### src/rtl/arb_pkg.sv
// Shared definitions for the memory-port arbiter slice.
//   arb_state_t       : arbiter FSM state encoding
//   arb_gnt_t         : grant identifiers (fetch / load-store)
//   ARB_TO_CYCLES_DEF : default memory-ack timeout in cycles
package arb_pkg;

  typedef enum logic [1:0] {
    IDLE   = 2'd0,
    BUSY_F = 2'd1,
    BUSY_D = 2'd2,
    DONE   = 2'd3
  } arb_state_t;

  typedef enum logic {
    GNT_FETCH = 1'b0,
    GNT_DATA  = 1'b1
  } arb_gnt_t;

  localparam int unsigned ARB_TO_CYCLES_DEF = 16;

endpackage

### src/rtl/arb_timer.sv
// Timeout counter for the arbiter.
//   a_clk  : clock
//   a_rst  : asynchronous active-low reset
//   clr    : clear the count (held while no transaction is in flight)
//   inc    : count one busy cycle
//   expire : high in the busy cycle in which the count reaches TO_CYCLES
module arb_timer
  import arb_pkg::*;
#(
  parameter int unsigned TO_CYCLES = ARB_TO_CYCLES_DEF
) (
  input  logic a_clk,
  input  logic a_rst,
  input  logic clr,
  input  logic inc,
  output logic expire
);

  logic [7:0] cnt_q;

  // cnt_q holds the number of completed busy cycles; the edge that would
  // make it equal TO_CYCLES is the one that ends the transaction.
  assign expire = inc && (cnt_q == 8'(TO_CYCLES - 1));

  always_ff @(posedge a_clk or negedge a_rst) begin
    if (!a_rst) begin
      cnt_q <= '0;
    end else if (clr) begin
      cnt_q <= '0;
    end else if (inc && !expire) begin
      cnt_q <= cnt_q + 8'd1;
    end
  end

endmodule

### src/rtl/mem_port_arbiter.sv
// Arbitrates a fetch port and a load-store port onto one shared memory port.
// Optional macro ARB_ROUND_ROBIN_EN: round-robin on simultaneous requests;
// when undefined, load-store has fixed priority.
//   a_clk, a_rst                         : clock, async active-low reset
//   a_f_syn/a_f_addr -> a_f_ack/a_f_rdata : fetch request / completion
//   a_d_syn/a_d_we/a_d_addr/a_d_wdata
//     -> a_d_ack/a_d_rdata                : load-store request / completion
//   a_m_syn/a_m_we/a_m_addr/a_m_wdata     : shared memory request
//   a_m_ack/a_m_rdata                     : memory completion
//   a_o_stall                             : fetch waiting on a load-store
//   a_o_err                               : one-cycle pulse on memory timeout
module mem_port_arbiter
  import arb_pkg::*;
#(
  parameter int unsigned AWIDTH    = 32,
  parameter int unsigned DWIDTH    = 32,
  parameter int unsigned TO_CYCLES = ARB_TO_CYCLES_DEF
) (
  input  logic              a_clk,
  input  logic              a_rst,
  input  logic              a_f_syn,
  input  logic [AWIDTH-1:0] a_f_addr,
  output logic              a_f_ack,
  output logic [DWIDTH-1:0] a_f_rdata,
  input  logic              a_d_syn,
  input  logic              a_d_we,
  input  logic [AWIDTH-1:0] a_d_addr,
  input  logic [DWIDTH-1:0] a_d_wdata,
  output logic              a_d_ack,
  output logic [DWIDTH-1:0] a_d_rdata,
  output logic              a_m_syn,
  output logic              a_m_we,
  output logic [AWIDTH-1:0] a_m_addr,
  output logic [DWIDTH-1:0] a_m_wdata,
  input  logic              a_m_ack,
  input  logic [DWIDTH-1:0] a_m_rdata,
  output logic              a_o_stall,
  output logic              a_o_err
);

  arb_state_t        state_q, state_d;
  arb_gnt_t          owner_q, win;
  logic              busy, any_req, grant, finish, expire;
  logic [DWIDTH-1:0] rdata_q;
  logic              err_q;

  assign busy    = (state_q == BUSY_F) || (state_q == BUSY_D);
  assign any_req = a_f_syn || a_d_syn;
  assign grant   = (state_q == IDLE) && any_req;
  assign finish  = busy && (a_m_ack || expire);

`ifdef ARB_ROUND_ROBIN_EN
  arb_gnt_t last_q;

  always_comb begin
    win = a_d_syn ? GNT_DATA : GNT_FETCH;
    if (a_f_syn && a_d_syn) begin
      win = (last_q == GNT_FETCH) ? GNT_DATA : GNT_FETCH;
    end
  end

  always_ff @(posedge a_clk or negedge a_rst) begin
    if (!a_rst) begin
      last_q <= GNT_FETCH;
    end else if (grant) begin
      last_q <= win;
    end
  end
`else
  always_comb begin
    win = a_d_syn ? GNT_DATA : GNT_FETCH;
  end
`endif

  arb_timer #(
    .TO_CYCLES (TO_CYCLES)
  ) u_timer (
    .a_clk  (a_clk),
    .a_rst  (a_rst),
    .clr    (!busy),
    .inc    (busy),
    .expire (expire)
  );

  always_comb begin
    state_d = state_q;
    case (state_q)
      IDLE:           if (any_req) state_d = (win == GNT_DATA) ? BUSY_D : BUSY_F;
      BUSY_F, BUSY_D: if (a_m_ack || expire) state_d = DONE;
      DONE:           state_d = IDLE;
      default:        state_d = IDLE;
    endcase
  end

  always_ff @(posedge a_clk or negedge a_rst) begin
    if (!a_rst) begin
      state_q   <= IDLE;
      owner_q   <= GNT_FETCH;
      a_m_we    <= 1'b0;
      a_m_addr  <= '0;
      a_m_wdata <= '0;
      rdata_q   <= '0;
      err_q     <= 1'b0;
    end else begin
      state_q <= state_d;
      err_q   <= 1'b0;
      if (grant) begin
        owner_q <= win;
        if (win == GNT_DATA) begin
          a_m_we    <= a_d_we;
          a_m_addr  <= a_d_addr;
          a_m_wdata <= a_d_wdata;
        end else begin
          a_m_we    <= 1'b0;
          a_m_addr  <= a_f_addr;
          a_m_wdata <= '0;
        end
      end
      // An ack in the expiring cycle wins over the timeout.
      if (finish) begin
        rdata_q <= a_m_ack ? a_m_rdata : '0;
        err_q   <= !a_m_ack;
      end
    end
  end

  assign a_m_syn   = busy;
  assign a_f_ack   = (state_q == DONE) && (owner_q == GNT_FETCH);
  assign a_d_ack   = (state_q == DONE) && (owner_q == GNT_DATA);
  assign a_f_rdata = a_f_ack ? rdata_q : '0;
  assign a_d_rdata = a_d_ack ? rdata_q : '0;
  assign a_o_stall = a_f_syn && (state_q == BUSY_D);
  assign a_o_err   = err_q;

endmodule

### config.mk
export PLATFORM = sky130hd
export DESIGN_NAME = mem_port_arbiter
export DESIGN_NICKNAME = d
export VERILOG_FILES = /design/src/rtl/arb_pkg.sv /design/src/rtl/arb_timer.sv /design/src/rtl/mem_port_arbiter.sv
export SDC_FILE = /design/constraint.sdc
export NUM_CORES = 1
export LEC_CHECK = 0
export CAP_MARGIN = 20
export CORE_AREA = 2 2 125 127
export CTS_CLUSTER_DIAMETER = 200
export CTS_CLUSTER_SIZE = 30
export DETAILED_ROUTE_END_ITERATION = 12
export DIE_AREA = 0 0 127 129
export PLACE_DENSITY = 0.75
export SYNTH_ARGS = -nofsm -noshare
export SYNTH_HDL_FRONTEND = slang
export SYNTH_SLANG_ARGS = --single-unit
### constraint.sdc
create_clock -name a_clk -period 1.5 [get_ports a_clk]
set_input_delay 0.15 -clock a_clk [delete_from_list [all_inputs] [get_ports a_clk]]
set_output_delay 0.15 -clock a_clk [all_outputs]
set_load 0.02 [all_outputs]
# Word level (Yosys, flattened, before mapping)
# Cells that the tools add are included.
[word_totals]
ram_bits = 0
elab_cells = 46
n_memories = 0
mem_bits_ro = 0
register_bits = 109
in_bits = 134
latch_bits = 0
[op_classes]
eq_ne = 7
shifts = 0
n_mux = 14
reduce_logical = 15
n_addsub = 1
order_cmp = 0
n_div = 0
mul = 0
bitwise = 1
[op_table]
columns = ["op", "count"]
rows = [
  ["$mux 32", 5],
  ["$mux 8", 2],
  ["$add 8x1->8 const B", 1],
  ["$eq 8x4->1 const B", 1],
  ["$logic_and 1x1->1", 7],
  ["$mux 2", 3],
  ["$pmux 2 s3", 1],
  ["$eq 2x2->1 const B", 2],
  ["$ne 2x2->1 const B", 2],
  ["$logic_or 1x1->1", 3],
  ["$mux 1", 3],
  ["$eq 2x1->1 const B", 1],
  ["$logic_not 1->1", 2],
  ["$logic_not 2->1", 1],
  ["$ne 2x1->1 const B", 1],
  ["$reduce_and 2->1", 1],
  ["$reduce_or 2->1", 1],
  ["$not 1->1", 1],
]

# Depth between registers and ports, before layout
[logic_depth]
depth_word = 7
ltp_mapped = 8

# Cells and area by module
# Synthesis repeated with hierarchy kept, for this count alone.
[hier_totals]
cells_unflattened = 432
area_unflattened_um2 = 4909.7
[modules_own_cells]
columns = ["mod", "area_each_um2", "instances", "cells_each", "seq_area_each_um2"]
rows = [
  ["mem_port_arbiter", 4451.8, 1, 385, 2527.4],
  ["arb_timer", 457.9, 1, 47, 200.2],
]

# Worst setup path before layout
# Ideal clock, no wire load.
[synth_timing]
path_type = "reg-to-reg"
startpoint = "reg state_q[0]"
endpoint = "reg rdata_q[10]"
setup_ns = 0.125
arrival_time_ns = 1.654
n_path_buf = 3
path_stages_with_launch = 9
path_slack_ns = -0.279
cell_sequence = "dfrtp_1 > inv_1 > ha_1 > buf_2 > and2_1 > clkbuf_1 > buf_2 > a22oi_1 > o21ai_2"
[synth_between]
elab_chain_cells = 5
[synth_rtl]
columns = ["item", "line", "source"]
rows = [
  ["start: declaration", "mem_port_arbiter.sv:41", "arb_state_t state_q, state_d;"],
  ["start signal: assignment", "mem_port_arbiter.sv:105", "state_q <= state_d;"],
  ["$eq 2x1->1 / $eq 2x2->1 (equally long branches)", "mem_port_arbiter.sv:47", "assign busy = (state_q == BUSY_F) || (state_q == BUSY_D);"],
  ["$logic_or 1x1->1 *", "mem_port_arbiter.sv:47", ""],
  ["via a_m_syn", "mem_port_arbiter.sv:31", "output logic a_m_syn,"],
  ["$logic_and 1x1->1", "arb_timer.sv:23", "assign expire = inc && (cnt_q == 8'(TO_CYCLES - 1));"],
  ["$logic_or 1x1->1", "mem_port_arbiter.sv:50", "assign finish = busy && (a_m_ack || expire);"],
  ["$logic_and 1x1->1 *", "mem_port_arbiter.sv:50", ""],
  ["end signal: assignment", "mem_port_arbiter.sv:121", "rdata_q <= a_m_ack ? a_m_rdata : '0;"],
  ["end: declaration", "mem_port_arbiter.sv:44", "logic [DWIDTH-1:0] rdata_q;"],
]
# Mark *: on every way through the listed nets, which the timed path passes. The rest lies on a longest branch.
# A chain may end at the register's enable or synchronous reset.

# Worst setup path in the final report
[layout_timing]
startpoint = "reg state_q[0]"
endpoint = "out a_d_rdata[10]"
[layout_between]
elab_chain_cells = 3
[layout_rtl]
columns = ["item", "line", "source"]
rows = [
  ["$eq 2x2->1", "mem_port_arbiter.sv:129", "assign a_d_ack = (state_q == DONE) && (owner_q == GNT_DATA);"],
  ["$logic_and 1x1->1", "mem_port_arbiter.sv:129", ""],
  ["$mux 32", "mem_port_arbiter.sv:131", "assign a_d_rdata = a_d_ack ? rdata_q : '0;"],
  ["end: declaration", "mem_port_arbiter.sv:30", "output logic [DWIDTH-1:0] a_d_rdata,"],
]
# Every way passes these cells.

==> flow_summary_export.csv <==
group,metric,value,unit
place,post-dp-hpwl,12.3,mm
clocking,clkLatencyLatePin,0.35,ns
critical_path,cp_slowest_stage_delay,0.37,ns
worst_hold_path,hp-class,"primary input to flip-flop",
timing,worstMarginPinSlew,0.596,ns
timing,fmax,0.573,GHz
critical_path,end_kind,"primary output",
critical_path,critPathKind,"flip-flop to primary output",
floorplan,die_area,0.0164,sq mm
synthesis,synth_compound_area_frac,0.192,
floorplan,ioPinCount,268,
layout,post-route-util,0.630,
power,power_frac_seq,0.275,
floorplan,die_x,127,microns
power,p_sw_frac,0.421,
critical_path,cp.required,1.35,ns
routing,drt-pass1-iter-count,4,
status,status,"finished with violations",
synthesis,yosysWarnings,0,
place,dpl_worst_slack,-0.299,ns
run,max_cap_violations,0,
floorplan,die_h,129,microns
place,globalplace.congestion,0.817,
routing,wl_per_cell,19.5,microns
layout,nets,937,
synthesis,async_reset_ff_frac,1.00,
synthesis,ys_ff_latch,109,
place,numPortBuffers,267,
power,total_power,19.7,mW
synthesis,syn_area,0.00527,sq mm
place,place_inst,942,
global_route,grt_use_met2,0.380,
timing,rsz0062_at_grt,"true",
synthesis,synth_top_family_by_area,"compound AO/OA/AOI/OAI gates",
routing,wirelength,19.3,mm
global_route,use_met1,0.242,
global_route,grt_pass1_vias,5088,
status,failed_checks,"setup timing",
global_route,grt_pass1_wl,27.5,mm
floorplan,initial_utilization,0.352,
synthesis,synthCells,500,
power,p_switching,8.29,mW
routing,vias,5170,
clocking,cts_sinks,109,
routing,viasPerCell,5.21,
timing,fin_ws,-0.244,ns
synthesis,seq_area_frac_synth,0.517,
timing,min_period_over_period,1.16,
critical_path,path_max_fanout,33,
critical_path,cp_top_family,"buffers and inverters",
critical_path,cp.arrival,1.59,ns
routing,drtIter0Drc,191,
timing,skew,0.0104,ns
timing,maxSlewViolCount,0,
power,leakage,4.69,nW
global_route,grt_max_degree,110,
global_route,use_met3,0.0611,
synthesis,netlist-cell-type-count,35,
synthesis,synthMuxAreaShare,0.0645,
critical_path,crit_buf_inv,2,
synthesis,synth-xor-area-share,0,
clocking,cts_tree,"built",
power,pwr_density_cell,2090,mW/mm^2
layout,final_area,0.00944,sq mm
power,p_int,11.4,mW
timing,layout_min_cycle_time,1.74,ns
synthesis,synthSimpleGateAreaFrac,0.177,
timing,fin_setup_tns,-21.03,ns
clocking,cts-root-buf,"clkbuf_16",
synthesis,synthFlopType,"dfrtp_1",
floorplan,num_rows,45,
global_route,gr-total-overflow,0,
layout,num_antenna_cells,0,
critical_path,slowest_stage,"dfrtp_1",
clocking,cts_buffers,9,
synthesis,synth-adder-area-share,0.00949,
layout,drive_gt1_frac,0.320,
layout,instances_no_fill,992,
global_route,grt.busiest_layer,"met2",
layout,syn_to_final_growth,79.0,%
timing,hold_viol_final,0,
floorplan,core_area,0.0150,sq mm
critical_path,startpoint_type,"flip-flop",
power,peakVddDrop,888,uV
clocking,clockBufferDepth,2,
critical_path,crit_chain,"ha_2 > buf_6 > and3_1 > clkdlybuf4s15_2",
routing,detail-route-antenna-nets,0,
timing,setup_violations,162,
place,placedInstanceArea,0.00834,sq mm
global_route,antenna_found_initial,0,
power,comb_power_share,0.598,
clocking,cts.clk_slew.worst_paths,0.08,ns
timing,whs,0.386,ns
routing,post-route-drc-count,0,
synthesis,synth_fp_nets,638,
power,power_frac_clock,0.127,
synthesis,synth_area_per_cell,10.5,sq um
timing,max-slew-margin-rel,0.603,
global_route,grt_usage,0.216,
synthesis,synth_edf_count,0,
clocking,htreeDepth,3,
[cell usage after synthesis (2+ instances only)]
| library cell | n | area (sq um) |
|---|---|---|
| a21oi_1 | 5 | 25.0 |
| a22o_1 | 33 | 289 |
| a22oi_1 | 32 | 240 |
| a31oi_1 | 2 | 12.5 |
| and2_1 | 36 | 225 |
| and3_1 | 35 | 219 |
| buf_2 | 14 | 70.1 |
| buf_6 | 3 | 33.8 |
| clkbuf_1 | 23 | 86.3 |
| dfrtp_1 | 109 | 2730 |
| ha_1 | 4 | 50.1 |
| inv_1 | 3 | 11.3 |
| mux2i_1 | 34 | 340 |
| nand2_1 | 38 | 143 |
| nand2b_1 | 35 | 219 |
| nand3_1 | 3 | 15.0 |
| nor2_1 | 2 | 7.51 |
| o21ai_0 | 60 | 300 |
| o21ai_2 | 11 | 96.3 |
| or3_1 | 3 | 18.8 |
[state kept, by name, indices dropped and copies added (netlist names)]
register       flops
state_q            2
a_m_we             1
rdata_q           32
owner_q            1
a_m_addr          32
a_o_err            1
u_timer.cnt_q      8
a_m_wdata         32
[routing by layer]
metal / wire length (microns) / vias up
met1: 7210 / 2517
met5: 0 / -
met2: 10100 / 227
met4: 531 / 0
met3: 1510 / 31
li1: - / 2395
[power by group through the flow]
stage               Clock (mW)  Combinational [mW]  Sequential, mW
CTS                       2.55                10.2            5.29
global route              2.66                12.5            5.57
finish                    2.50                11.8            5.41
detailed placement           0                9.44            5.34
floorplan                    0                4.49            6.04
global placement             0                9.14            5.26
[logic make-up after synthesis]
family | Yosys count
mux | 34
compound gates | 148
fa+ha+maj | 4
buf+inv | 45
flops | 109
simple gates | 160
[cells in the final DEF (no fill, tap or decap), types with 4 or more instances in the layout]
cell type	instances
clkdlybuf4s15_2	15
clkbuf_16	17
o21ai_0	11
and2_4	4
nand2_4	5
o21ai_1	18
a22oi_2	32
nand2b_1	34
clkdlybuf4s50_1	139
o21ai_2	41
buf_12	11
nand2_2	10
buf_6	13
nand2_1	23
buf_2	52
dlymetal6s2s_1	28
and2_1	33
buf_16	5
and3_1	35
buf_4	22
dfrtp_1	109
a22o_1	33
mux2i_1	34
dlygate4sd2_1	30
[path summary, 6_finish.rpt]
kind / start / end / slack (ns) / cells past startpoint
hold / removal: a_d_wdata[30] / a_m_wdata[30] / 0.39 / 2
hold reg to reg: a_m_addr[15] / a_m_addr[15] / 0.48 / 2
min in group asynchronous: a_rst / rdata_q[3] / 0.43 / 3
setup reg to reg: state_q[0] / rdata_q[22] / -0.20 / 8
setup / recovery: state_q[0] / a_d_rdata[10] / -0.24 / 4
max in group asynchronous: a_rst / u_timer.cnt_q[2] / 0.61 / 3
[area by class of cell]
| type | instances | area, sq um |
|---|---|---|
| clock inverters | 6 | 78.8 |
| multi-input cells | 349 | 2790 |
| well taps | 188 | 235 |
| clock buffers | 10 | 229 |
| flip-flops and latches | 109 | 2730 |
| inverters | 4 | 35.0 |
| repair buffers | 326 | 3340 |
| fillers | 1184 | 5540 |
[repair_timing]
item | 4_1_cts | 5_1_grt
resized for setup | 341 | 127
endpoints found under the setup margin | 133 | 195
cloned | 7 | 13
pin swaps | 28 | 37
hold buffers | 1 | 0
buffers inserted | 9 | 8
hold endpoints to repair | 109 | 0
Power figures use the tool's default switching activity.
